`src/rtl/mult_pkg.sv`:
```
// Shared definitions for the 4-bit shift-and-add multiplier.
//   WIDTH   : operand width (only 4 is supported by the adder slice)
//   CNT_W   : width of the iteration counter (counts 0..WIDTH-1)
//   state_e : controller states
package mult_pkg;

  localparam int unsigned WIDTH = 4;
  localparam int unsigned CNT_W = 2;

  typedef enum logic [1:0] {
    IDLE    = 2'd0,
    COMPUTE = 2'd1,
    DONE    = 2'd2
  } state_e;

endpackage

```
`src/rtl/ripple_carry_adder_4bit.sv`:
```
// 4-bit ripple-carry adder built from explicit full-adder cells.
//   a, b : addends
//   cin  : carry in
//   sum  : 4-bit sum
//   cout : carry out of bit 3
module ripple_carry_adder_4bit (
  input  logic [3:0] a,
  input  logic [3:0] b,
  input  logic       cin,
  output logic [3:0] sum,
  output logic       cout
);

  // Separate carry nets keep the chain free of self-referencing vectors.
  logic c1, c2, c3;

  assign sum[0] = a[0] ^ b[0] ^ cin;
  assign c1     = (a[0] & b[0]) | (cin & (a[0] ^ b[0]));

  assign sum[1] = a[1] ^ b[1] ^ c1;
  assign c2     = (a[1] & b[1]) | (c1 & (a[1] ^ b[1]));

  assign sum[2] = a[2] ^ b[2] ^ c2;
  assign c3     = (a[2] & b[2]) | (c2 & (a[2] ^ b[2]));

  assign sum[3] = a[3] ^ b[3] ^ c3;
  assign cout   = (a[3] & b[3]) | (c3 & (a[3] ^ b[3]));

endmodule

```
`src/rtl/shift_add_multiplier_4bit.sv`:
```
// Sequential 4x4 unsigned shift-and-add multiplier with valid/ready handshakes.
//   clk          : clock, rising edge
//   rst_n        : synchronous active-low reset
//   in_valid     : operands present
//   in_ready     : block can accept operands (state IDLE)
//   multiplicand : operand M
//   multiplier   : operand Q
//   out_valid    : product available (state DONE)
//   out_ready    : consumer takes product
//   product      : {A,Q}, meaningful only while out_valid is high
// One add/shift iteration per COMPUTE cycle, four iterations per job.
module shift_add_multiplier_4bit #(
  parameter int unsigned WIDTH = mult_pkg::WIDTH
) (
  input  logic                 clk,
  input  logic                 rst_n,
  input  logic                 in_valid,
  output logic                 in_ready,
  input  logic [WIDTH-1:0]     multiplicand,
  input  logic [WIDTH-1:0]     multiplier,
  output logic                 out_valid,
  input  logic                 out_ready,
  output logic [2*WIDTH-1:0]   product
);

  import mult_pkg::*;

  state_e             state_q, state_d;
  logic [WIDTH-1:0]   m_q, m_d;
  logic [WIDTH-1:0]   a_q, a_d;
  logic [WIDTH-1:0]   q_q, q_d;
  logic [CNT_W-1:0]   cnt_q, cnt_d;

  logic [WIDTH-1:0]   add_b;
  logic [WIDTH-1:0]   add_sum;
  logic               add_cout;

  // Gating M with Q[0] folds the "add or pass A" choice into the adder.
  assign add_b = m_q & {WIDTH{q_q[0]}};

  ripple_carry_adder_4bit u_adder (
    .a    (a_q),
    .b    (add_b),
    .cin  (1'b0),
    .sum  (add_sum),
    .cout (add_cout)
  );

  // C exists only between the add and the shift of one cycle: the shift
  // moves it into A[3] and a zero fills its place, so it is never stored.
  always_comb begin
    state_d = state_q;
    m_d     = m_q;
    a_d     = a_q;
    q_d     = q_q;
    cnt_d   = cnt_q;
    unique case (state_q)
      IDLE: begin
        if (in_valid) begin
          m_d     = multiplicand;
          q_d     = multiplier;
          a_d     = '0;
          cnt_d   = '0;
          state_d = COMPUTE;
        end
      end
      COMPUTE: begin
        a_d   = {add_cout, add_sum[WIDTH-1:1]};
        q_d   = {add_sum[0], q_q[WIDTH-1:1]};
        cnt_d = cnt_q + CNT_W'(1);
        if (cnt_q == CNT_W'(WIDTH - 1)) begin
          state_d = DONE;
        end
      end
      DONE: begin
        if (out_ready) begin
          state_d = IDLE;
        end
      end
      default: begin
        state_d = IDLE;
      end
    endcase
  end

  always_ff @(posedge clk) begin
    if (!rst_n) begin
      state_q <= IDLE;
      m_q     <= '0;
      a_q     <= '0;
      q_q     <= '0;
      cnt_q   <= '0;
    end else begin
      state_q <= state_d;
      m_q     <= m_d;
      a_q     <= a_d;
      q_q     <= q_d;
      cnt_q   <= cnt_d;
    end
  end

  // Handshake flags decode the state register only, so a consume edge
  // can never coincide with an accept edge.
  assign in_ready  = (state_q == IDLE);
  assign out_valid = (state_q == DONE);
  assign product   = {a_q, q_q};

endmodule

```
`config.mk`:
```
export PLATFORM = sky130hd
export DESIGN_NAME = shift_add_multiplier_4bit
export DESIGN_NICKNAME = d
export VERILOG_FILES = /design/src/rtl/mult_pkg.sv /design/src/rtl/ripple_carry_adder_4bit.sv /design/src/rtl/shift_add_multiplier_4bit.sv
export SDC_FILE = /design/constraint.sdc
export NUM_CORES = 1
export LEC_CHECK = 0
export BUFFER_PORTS_ARGS = -buffer_cell sky130_fd_sc_hd__buf_4
export CORE_UTILIZATION = 32
export CTS_CLUSTER_SIZE = 40
export DETAILED_ROUTE_END_ITERATION = 12
export HOLD_SLACK_MARGIN = 0.08
export PLACE_DENSITY_LB_ADDON = 0.3
export SYNTH_ARGS = -nofsm -noshare
export SYNTH_HDL_FRONTEND = slang
export SYNTH_HIERARCHICAL = 1
export SYNTH_SLANG_ARGS = --single-unit
```
`constraint.sdc`:
```
create_clock -name clk -period 6.4 [get_ports clk]
set_clock_uncertainty 0.15 [all_clocks]
set_input_delay 1.28 -clock clk [delete_from_list [all_inputs] [get_ports clk]]
set_output_delay 1.28 -clock clk [all_outputs]
set_load 0.02 [all_outputs]
```
==> impl_metrics.csv, run 1 <==
group,metric,value,unit
die,die_area,2840,sq um
worst_setup_path,cp_max_fo,10,
worst_hold_path,hp-class,"reg -> reg",
drt,viasPerCell,4.64,
timing,drv_slew,0,
worst_setup_path,crit_required,4.97,ns
status,status,"finished clean",
drt,dr.pass1.iters,4,
grt,track_usage,0.135,
drt,drt_wl_total,1.59,mm
grt,grt_pass1_vias,595,
die,core-area,2480,sq um
pwr,power_frac_comb,0.155,
yosys,async_reset_ff_frac,0,
yosys,syn_area,842,sq um
clock_tree,cts_setup_buffers,0,
clock_tree,cts_max_level,1,
drt,ant_nets,0,
pwr,pwr-share-seq,0.517,
final_layout,fill_cells,245,
timing,tns,0,ns
worst_setup_path,worstSetupStartpointType,"flip-flop",
worst_setup_path,end_kind,"primary output",
final_layout,nNetsFinal,132,
timing,tightest_slew,0.523,ns
final_layout,layout_commonest_cell,"buf_4",
pwr,clock_power_share,0.328,
drt,dr_total_vias,668,
timing,finalCriticalPeriod,2.70,ns
drt,drt_iter0_drc,4,
flow_run,cap_violations,0,
yosys,synth.avg_cell_area,8.96,sq um
timing,rsz0062_at_grt,"no",
pwr,p_switching,57.1,uW
final_layout,layout_common_cells,"buf_4 (21), nand2_1 (19), dfxtp_1 (16), inv_1 (12), o22ai_1 (6)",
final_layout,final_util,0.419,
die,die_x,53.3,um
grt,grt_overflow_total,0,
clock_tree,clk_pin_slew,0.10,ns
grt,grt_pass1_wl,2.64,mm
place,gp_routability_congestion,0.716,
grt,grt_max_degree,27,
timing,fin_crit_sh,0.422,
final_layout,drive_gt1_frac,0.237,
drt,drc,0,
yosys,synth_seq_cells,16,
clock_tree,clk_path_buf_depth,2,
die,num_io_pins,22,
timing,setup_violations,0,
timing,slew_headroom,0.651,
clock_tree,clock-sinks,16,
grt,antenna_found_initial,0,
yosys,synth_edf_count,0,
pwr,power-per-cell-area,206,nW/um^2
worst_setup_path,cp_data_arrival_time,1.27,ns
die,placementRows,18,
yosys,ys_seq_area_frac,0.380,
die,initial_core_util,0.340,
clock_tree,root_buffer,"clkbuf_4",
clock_tree,ctsResizeCount,0,
clock_tree,cts_tree,"yes",
clock_tree,cts_hold_buffers,0,
pwr,vdd_ir_drop_max,88.4,uV
yosys,synth_warnings,6,
place,dpl.hpwl,1.14,mm
yosys,synthCells,94,
final_layout,n_antenna_cell,0,
pwr,cellLeakagePower,0.000485,uW
yosys,synth_cell_types,22,
worst_setup_path,critPathKind,"reg -> out",
clock_tree,cts_buffers,3,
pwr,internal_power,156,uW
clock_tree,clk_latency,0.29,ns
yosys,syn_nets,111,
timing,fmax,0.371,GHz
final_layout,area_growth,23.2,%
yosys,synth_top_flop_cell,"dfxtp_1",
timing,final_hold_viol_count,0,
pwr,switching_share,0.268,
drt,wire_per_inst,11.0,um
die,die_height,53.3,um
place,numPortBuffers,21,
through the flow:
step                      total power [uW]  hold WS [ns]  cell area (sq um)  setup slack (ns)  cells
final                                  213         0.321               1040              3.70    144
after floorplan                        134         0.281                842              3.98     94
after detailed placement               146         0.308               1000              3.95    140
after global placement                 145         0.300               1000              4.02    140
after CTS                              215         0.320               1040              3.69    144
after global routing                   224         0.355               1040              3.64    144
critical path, cell delays in order (launching register included):
cell     delay (ns)
dfxtp_1        0.66
nor2b_1        0.13
buf_4          0.18
logic make-up after synthesis:
family / Yosys count / share of synthesized area
AO/OA/AOI/OAI: 16 / 0.146
adder cells (fa/ha/maj): 5 / 0.110
buffers and inverters: 17 / 0.0966
flip-flops: 16 / 0.380
multiplexers: 5 / 0.0594
other: 1 / 0.00445
AND/OR/NAND/NOR: 34 / 0.204
cells in the mapped netlist, types with 2 or more instances:
library cell	n	area share
and2_1	5	0.037
buf_2	2	0.012
buf_6	2	0.027
dfxtp_1	16	0.38
fa_1	4	0.095
inv_1	12	0.053
mux2i_1	5	0.059
nand2_1	19	0.085
nand2b_1	2	0.015
nand3_1	4	0.024
o211a_1	4	0.048
o21ai_0	4	0.024
o22ai_1	6	0.045
power groups by stage:
stage	Sequential, uW	Combinational, uW	Clock, uW
final	110	33.1	69.9
after global routing	112	36.5	76.3
after CTS	110	33.5	71.6
after detailed placement	113	33.4	0
after global placement	112	32.9	0
after floorplan	113	20.9	0
worst paths after layout:
path              slack (ns)   endpoint  cells past startpoint       start
hold reg to reg         0.32     m_q[1]                      2      m_q[1]
hold / removal          0.32     m_q[1]                      2      m_q[1]
setup reg to reg        3.95     a_q[2]                     11      q_q[0]
setup / recovery        3.70  out_valid                      2  state_q[0]
layer usage:
| metal | GRT usage | up-vias | share of wire | wire [um] |
|---|---|---|---|---|
| met5 | 0 | - | 0 | 0 |
| met1 | 0.171 | 299 | 0.47 | 754 |
| met2 | 0.200 | 15 | 0.45 | 719 |
| li1 | - | 349 | - | - |
| met4 | 0.0921 | 0 | 0.030 | 47 |
| met3 | 0.0287 | 5 | 0.043 | 69 |
final cells by class:
type | count | area (sq um) | share of cell area
clock buffer | 4 | 36.3 | 0.0350
timing repair buffer | 21 | 158 | 0.152
sequential | 16 | 320 | 0.309
multi-input combinational | 61 | 440 | 0.425
inverter | 12 | 45.0 | 0.0434
tap | 30 | 37.5 | 0.0362
state kept, by name, indices dropped and copies added, names as in the netlist:
name and count:
a_q 4, m_q 4, q_q 4, cnt_q 2, state_q 2
Note: power is estimated with default switching activity, not from simulation.
==> inputs of run 2 (changes only) <==
--- a/config.mk
+++ b/config.mk
@@ -5,6 +5,7 @@
 export SDC_FILE = /design/constraint.sdc
 export NUM_CORES = 1
 export LEC_CHECK = 0
+export ABC_AREA = 1
 export BUFFER_PORTS_ARGS = -buffer_cell sky130_fd_sc_hd__buf_4
 export CORE_UTILIZATION = 32
 export CTS_CLUSTER_SIZE = 40
==> constraint.sdc (replaced) <==
create_clock -name clk -period 2.67 [get_ports clk]
set_clock_uncertainty 0.15 [all_clocks]
set_input_delay 0.534 -clock clk [delete_from_list [all_inputs] [get_ports clk]]
set_output_delay 0.534 -clock clk [all_outputs]
set_load 0.02 [all_outputs]
==> run 2 against run 1 <==
Effect of this change: cell count grew 20%; area after synthesis grew 1.3%; total power grew 140%; routed wire length grew 3.9%; combinational power grew to 2.9 times the previous value; critical path type is now reg -> reg; highest routed layer unchanged.
==> impl_metrics.csv, run 2 <==
group,metric,value,unit
yosys,synthAdderAreaFrac,0.109,
yosys,synth_warnings,6,
die,initial_core_util,0.341,
grt,grt_pass1_wl,2.82,mm
worst_hold_path,hp-start,"cnt_q[1]",
yosys,async_reset_ff_frac,0,
final_layout,reg_top3,"a_q x4, m_q x4, q_q x4",
flow_run,cap_violations,0,
drt,dr_total_vias,739,
grt,grt_pass1_vias,666,
clock_tree,root_buffer,"clkbuf_4",
yosys,synth.area.mux_share,0,
worst_setup_path,end_kind,"flip-flop",
drt,drt_wl_total,1.65,mm
worst_setup_path,worstSetupStartpointType,"flip-flop",
grt,grt_overflow_total,0,
worst_hold_path,hp-class,"reg -> reg",
place,gp_routability_congestion,0.805,
yosys,synthCells,121,
clock_tree,clock-sinks,16,
timing,drv_slew,0,
yosys,synth_top_flop_cell,"dfxtp_1",
timing,setup_violations,0,
die,die_area,2880,sq um
clock_tree,cts_buffers,3,
yosys,synth.avg_cell_area,7.05,sq um
place,numPortBuffers,21,
die,placementRows,18,
clock_tree,cts_hold_buffers,0,
grt,antenna_found_initial,0,
status,status,"finished clean",
timing,final_hold_viol_count,0,
timing,whs,0.333,ns
yosys,syn_nets,138,
grt,grt_max_degree,15,
die,die_height,53.6,um
worst_setup_path,startpoint,"q_q[0]",
drt,ant_nets,0,
clock_tree,cts_tree,"yes",
yosys,synth_edf_count,0,
yosys,synth_compound_area_frac,0.0924,
final_layout,area_growth,24.0,%
drt,viasPerCell,4.27,
pwr,power-per-cell-area,491,nW/um^2
final_layout,drive_gt1_frac,0.238,
place,dpl.hpwl,1.27,mm
drt,wire_per_inst,9.55,um
clock_tree,clk_pin_slew,0.10,ns
drt,dr.pass1.iters,3,
yosys,synth_top_family_by_area,"simple AND/OR/NAND/NOR gates",
worst_setup_path,cp_data_arrival_time,2.48,ns
yosys,yosys.area.top_type,"dfxtp_1",
worst_setup_path,cp_max_fo,6,
yosys,synth_cell_types,17,
worst_setup_path,crit_required,2.74,ns
yosys,synth_top_area_share,0.375,
grt,track_usage,0.140,
place,dp.cells,169,
clock_tree,cts_setup_buffers,0,
timing,fin_crit_sh,0.902,
final_layout,postLayoutCellArea,1060,sq um
clock_tree,clk_latency,0.28,ns
clock_tree,cts_max_level,1,
timing,finalCriticalPeriod,2.41,ns
clock_tree,clk_path_buf_depth,2,
final_layout,layout_common_cells,"nand2_1 (29), inv_1 (22), buf_4 (21), nor2_1 (20), dfxtp_1 (16)",
final_layout,final_util,0.423,
timing,tns,0,ns
yosys,synth.area.top_cells,"dfxtp_1 (38%), nand2_1 (13%), inv_1 (9.7%)",
yosys,synth-simple-area-share,0.283,
worst_setup_path,r2r-start,"q_q[0]",
yosys,synthXorXnorAreaFrac,0,
pwr,cellLeakagePower,0.000550,uW
yosys,ys_top_cells_by_count,"nand2_1 (29), inv_1 (22), nor2_1 (20)",
timing,rsz0062_at_grt,"no",
place,placed_cell_area,1020,sq um
yosys,synth_seq_cells,16,
die,num_io_pins,22,
final_layout,fill_cells,277,
final_layout,final_cells,173,
yosys,ys_seq_area_frac,0.375,
timing,fmax,0.415,GHz
final_layout,n_antenna_cell,0,
yosys,yosysMostFrequentCell,"nand2_1",
die,core-area,2500,sq um
clock_tree,ctsResizeCount,0,
yosys,syn_area,853,sq um
drt,drc,0,
die,die_x,53.6,um
pwr,vdd_ir_drop_max,340,uV
drt,drt_iter0_drc,8,
worst_setup_path,critPathKind,"reg -> reg",
final_layout,nNetsFinal,161,
final_layout,layout_commonest_cell,"nand2_1",
==> run 2: changes by cell type after synthesis, moves of 5 or more <==
cell     change
and2_1       -5
mux2i_1      -5
nand2_1     +10
nand2_2      +5
a21oi_1      +6
inv_1       +10
o22ai_1      -6
nor2_1      +19
==> run 2: path summary, 6_finish.rpt <==
check	endpoint	slack [ns]	cells past startpoint
max	a_q[2]	0.26	12
min	cnt_q[1]	0.33	2
min reg2reg	cnt_q[1]	0.33	2
max reg2reg	a_q[2]	0.26	12
==> run 2: worst max-delay path, stage by stage, from the launching register on <==
cell and delay (ns):
dfxtp_1 0.37, nand2_1 0.07, inv_1 0.05, fa_1 0.39
inv_1 0.08, fa_1 0.15, inv_1 0.05, fa_1 0.35
inv_1 0.07, fa_1 0.40, inv_1 0.06, nand2_1 0.05
a21oi_1 0.13
==> run 2: logic make-up after synthesis <==
kind of cell | Yosys count
AND/OR/NAND/NOR | 59
buffers and inverters | 27
flip-flops | 16
AO/OA/AOI/OAI | 13
adder cells (fa/ha/maj) | 5
other | 1
==> run 2: layer usage <==
metal  vias up  global-route usage  wire [um]  part of all wire
met2        16               0.217        772              0.47
met4         0              0.0789         15            0.0091
met1       323               0.176        776              0.47
li1        398                   -          -                 -
met3         2              0.0339         88             0.053
met5         -                   0          0                 0
==> run 2: power by group <==
part / switching (uW) / leakage (uW) / internal, uW / total [uW]
registers: 13.2 / 0.000131 / 254 / 267
logic: 54.2 / 0.000398 / 40.6 / 94.8
clock network: 74.8 / 0.0000210 / 82.9 / 158
total: 142 / 0.000550 / 377 / 519
==> run 2: final cells by class <==
type | count | area [sq um] | share of cell area
clock buffer | 4 | 36.3 | 0.0343
inverter | 24 | 90.1 | 0.0851
multi-input combinational | 78 | 417 | 0.394
sequential | 16 | 320 | 0.303
tap | 30 | 37.5 | 0.0355
timing repair buffer | 21 | 158 | 0.149
==> run 2: per-stage QoR <==
stage	power, uW	setup WS (ns)
finish	519	0.262
global route	555	0.0869
CTS	528	0.238
detailed placement	369	0.254
global placement	367	0.326
floorplan	336	0.292
==> inputs of run 3 (changes only) <==
==> constraint.sdc (replaced) <==
create_clock -name clk -period 2.67 [get_ports clk]
set_clock_uncertainty 0.15 [all_clocks]
set_input_delay 0.534 -clock clk [delete_from_list [all_inputs] [get_ports clk]]
set_output_delay 0.534 -clock clk [all_outputs]
set_load 0.1 [all_outputs]
==> run 3 against run 2 <==
Effect of this change: sequential power barely moved; combinational power increased by 50%; global-route usage fell by 0.17 points; routed wire length is 0.85% lower; fmax increased by 2.0%; critical path depth is the same; count of clock-buffer cells in the layout decreased by 1; cell count decreased by 0.58%; sequential share of layout area grew 0.65 points; clock power shrank 21%; non-clock buffer count unchanged; critical endpoint unchanged.
==> impl_metrics.csv, run 3 (synthesized netlist as in run 2, its figures left out) <==
group,metric,value,unit
pwr,vdd_ir_drop_max,312,uV
clock_tree,cts_max_level,1,
grt,grt_pass1_wl,2.84,mm
timing,rsz0062_at_grt,"no",
worst_setup_path,path_cells,"nand2_1 -> inv_1 -> fa_1 -> inv_1 -> fa_1 -> inv_1 -> fa_1 -> inv_1 -> fa_1 -> inv_1 -> nand2_1 -> a21oi_1",
worst_setup_path,ff2ff_setup_slack,0.31,ns
timing,drv_slew,0,
final_layout,layout_common_cells,"nand2_1 (29), inv_1 (22), buf_4 (21), nor2_1 (20), dfxtp_1 (13)",
place,numPortBuffers,21,
clock_tree,ctsResizeCount,0,
worst_setup_path,critPathKind,"reg -> reg",
pwr,total_power,534,uW
pwr,p_switching,187,uW
clock_tree,cts_hold_buffers,0,
final_layout,area_growth,22.9,%
final_layout,layout_commonest_cell,"nand2_1",
die,core-area,2500,sq um
die,initial_core_util,0.341,
pwr,clock_power_share,0.233,
worst_hold_path,hp-class,"reg -> reg",
timing,finalCriticalPeriod,2.36,ns
worst_setup_path,crit_required,2.74,ns
worst_setup_path,worstSetupStartpointType,"flip-flop",
grt,antenna_found_initial,0,
flow_run,cap_violations,0,
pwr,power-per-cell-area,509,nW/um^2
drt,drt_iter0_drc,17,
clock_tree,clk_latency,0.28,ns
timing,setup_violations,0,
clock_tree,clk_path_buf_depth,2,
die,die_area,2880,sq um
final_layout,n_antenna_cell,0,
worst_setup_path,cp_slowest_cell,"fa_1",
clock_tree,clock-sinks,16,
die,num_io_pins,22,
worst_setup_path,slowest_delay,0.40,ns
die,die_height,53.6,um
worst_setup_path,crit_top_cell,"inv_1",
pwr,pwr-share-seq,0.501,
worst_setup_path,crit_buf_inv,5,
drt,dr_total_vias,740,
final_layout,reg_top3,"a_q x4, m_q x4, q_q x4",
drt,wire_per_inst,9.53,um
grt,track_usage,0.138,
status,status,"finished clean",
worst_setup_path,cp_max_fo,6,
grt,grt_overflow_total,0,
timing,fin_crit_sh,0.884,
die,placementRows,18,
final_layout,final_util,0.419,
clock_tree,cts_tree,"yes",
place,gp_routability_congestion,0.756,
worst_setup_path,cpLargestDelayFamily,"adder cells",
clock_tree,cts_buffers,3,
timing,tns,0,ns
pwr,internal_power,347,uW
grt,grt_pass1_vias,669,
timing,fmax,0.424,GHz
die,die_x,53.6,um
drt,ant_nets,0,
drt,viasPerCell,4.30,
final_layout,nNetsFinal,161,
place,dpl.hpwl,1.28,mm
worst_setup_path,end_kind,"flip-flop",
clock_tree,cts_setup_buffers,0,
pwr,power_frac_comb,0.265,
clock_tree,clk_pin_slew,0.09,ns
pwr,cellLeakagePower,0.000544,uW
final_layout,drive_gt1_frac,0.254,
drt,drt_wl_total,1.64,mm
drt,drc,0,
grt,grt_max_degree,15,
clock_tree,root_buffer,"clkbuf_4",
timing,final_hold_viol_count,0,
pwr,switching_share,0.350,
timing,whs,0.327,ns
worst_setup_path,cp_data_arrival_time,2.43,ns
drt,dr.pass1.iters,4,
==> run 3: final cells by class <==
class	instances	area, sq um
multi-input cells	78	417
inverters	24	90.1
flip-flops and latches	16	324
clock buffers	3	22.5
well taps	30	37.5
repair buffers	21	158
fillers	270	1450
==> run 3: per-layer routing <==
layer	up-vias	share of wire	routed length, um	track usage
met4	0	0.0073	12	0.0526
li1	398	-	-	-
met3	2	0.025	41	0.0254
met1	330	0.46	757	0.173
met2	10	0.50	827	0.233
met5	-	0	0	0
==> run 3: path summary, 6_finish.rpt <==
| check | depth (start not counted) | startpoint | to |
|---|---|---|---|
| setup / recovery | 12 | q_q[0] | a_q[2] |
| hold / removal | 2 | cnt_q[1] | cnt_q[1] |
| setup reg to reg | 12 | q_q[0] | a_q[2] |
| hold reg to reg | 2 | cnt_q[1] | cnt_q[1] |
==> run 3: through the flow <==
step,instance area [sq um],instances,worst slack (ns)
final,1050,172,0.309
after global routing,1050,172,0.162
after CTS,1050,172,0.295
after detailed placement,1030,169,0.315
after global placement,1030,169,0.346
after floorplan,857,121,0.150
==> run 3: worst min-delay path: stages (launching register included) <==
cell and delay (ns):
dfxtp_1 0.33, nand2_2 0.06, a21oi_1 0.05
==> run 3: power groups by stage <==
stage	Clock (uW)	Sequential, uW	Combinational (uW)
floorplan	0	315	68.2
global placement	0	273	141
detailed placement	0	273	143
CTS	129	268	143
global route	143	270	155
finish	125	268	142
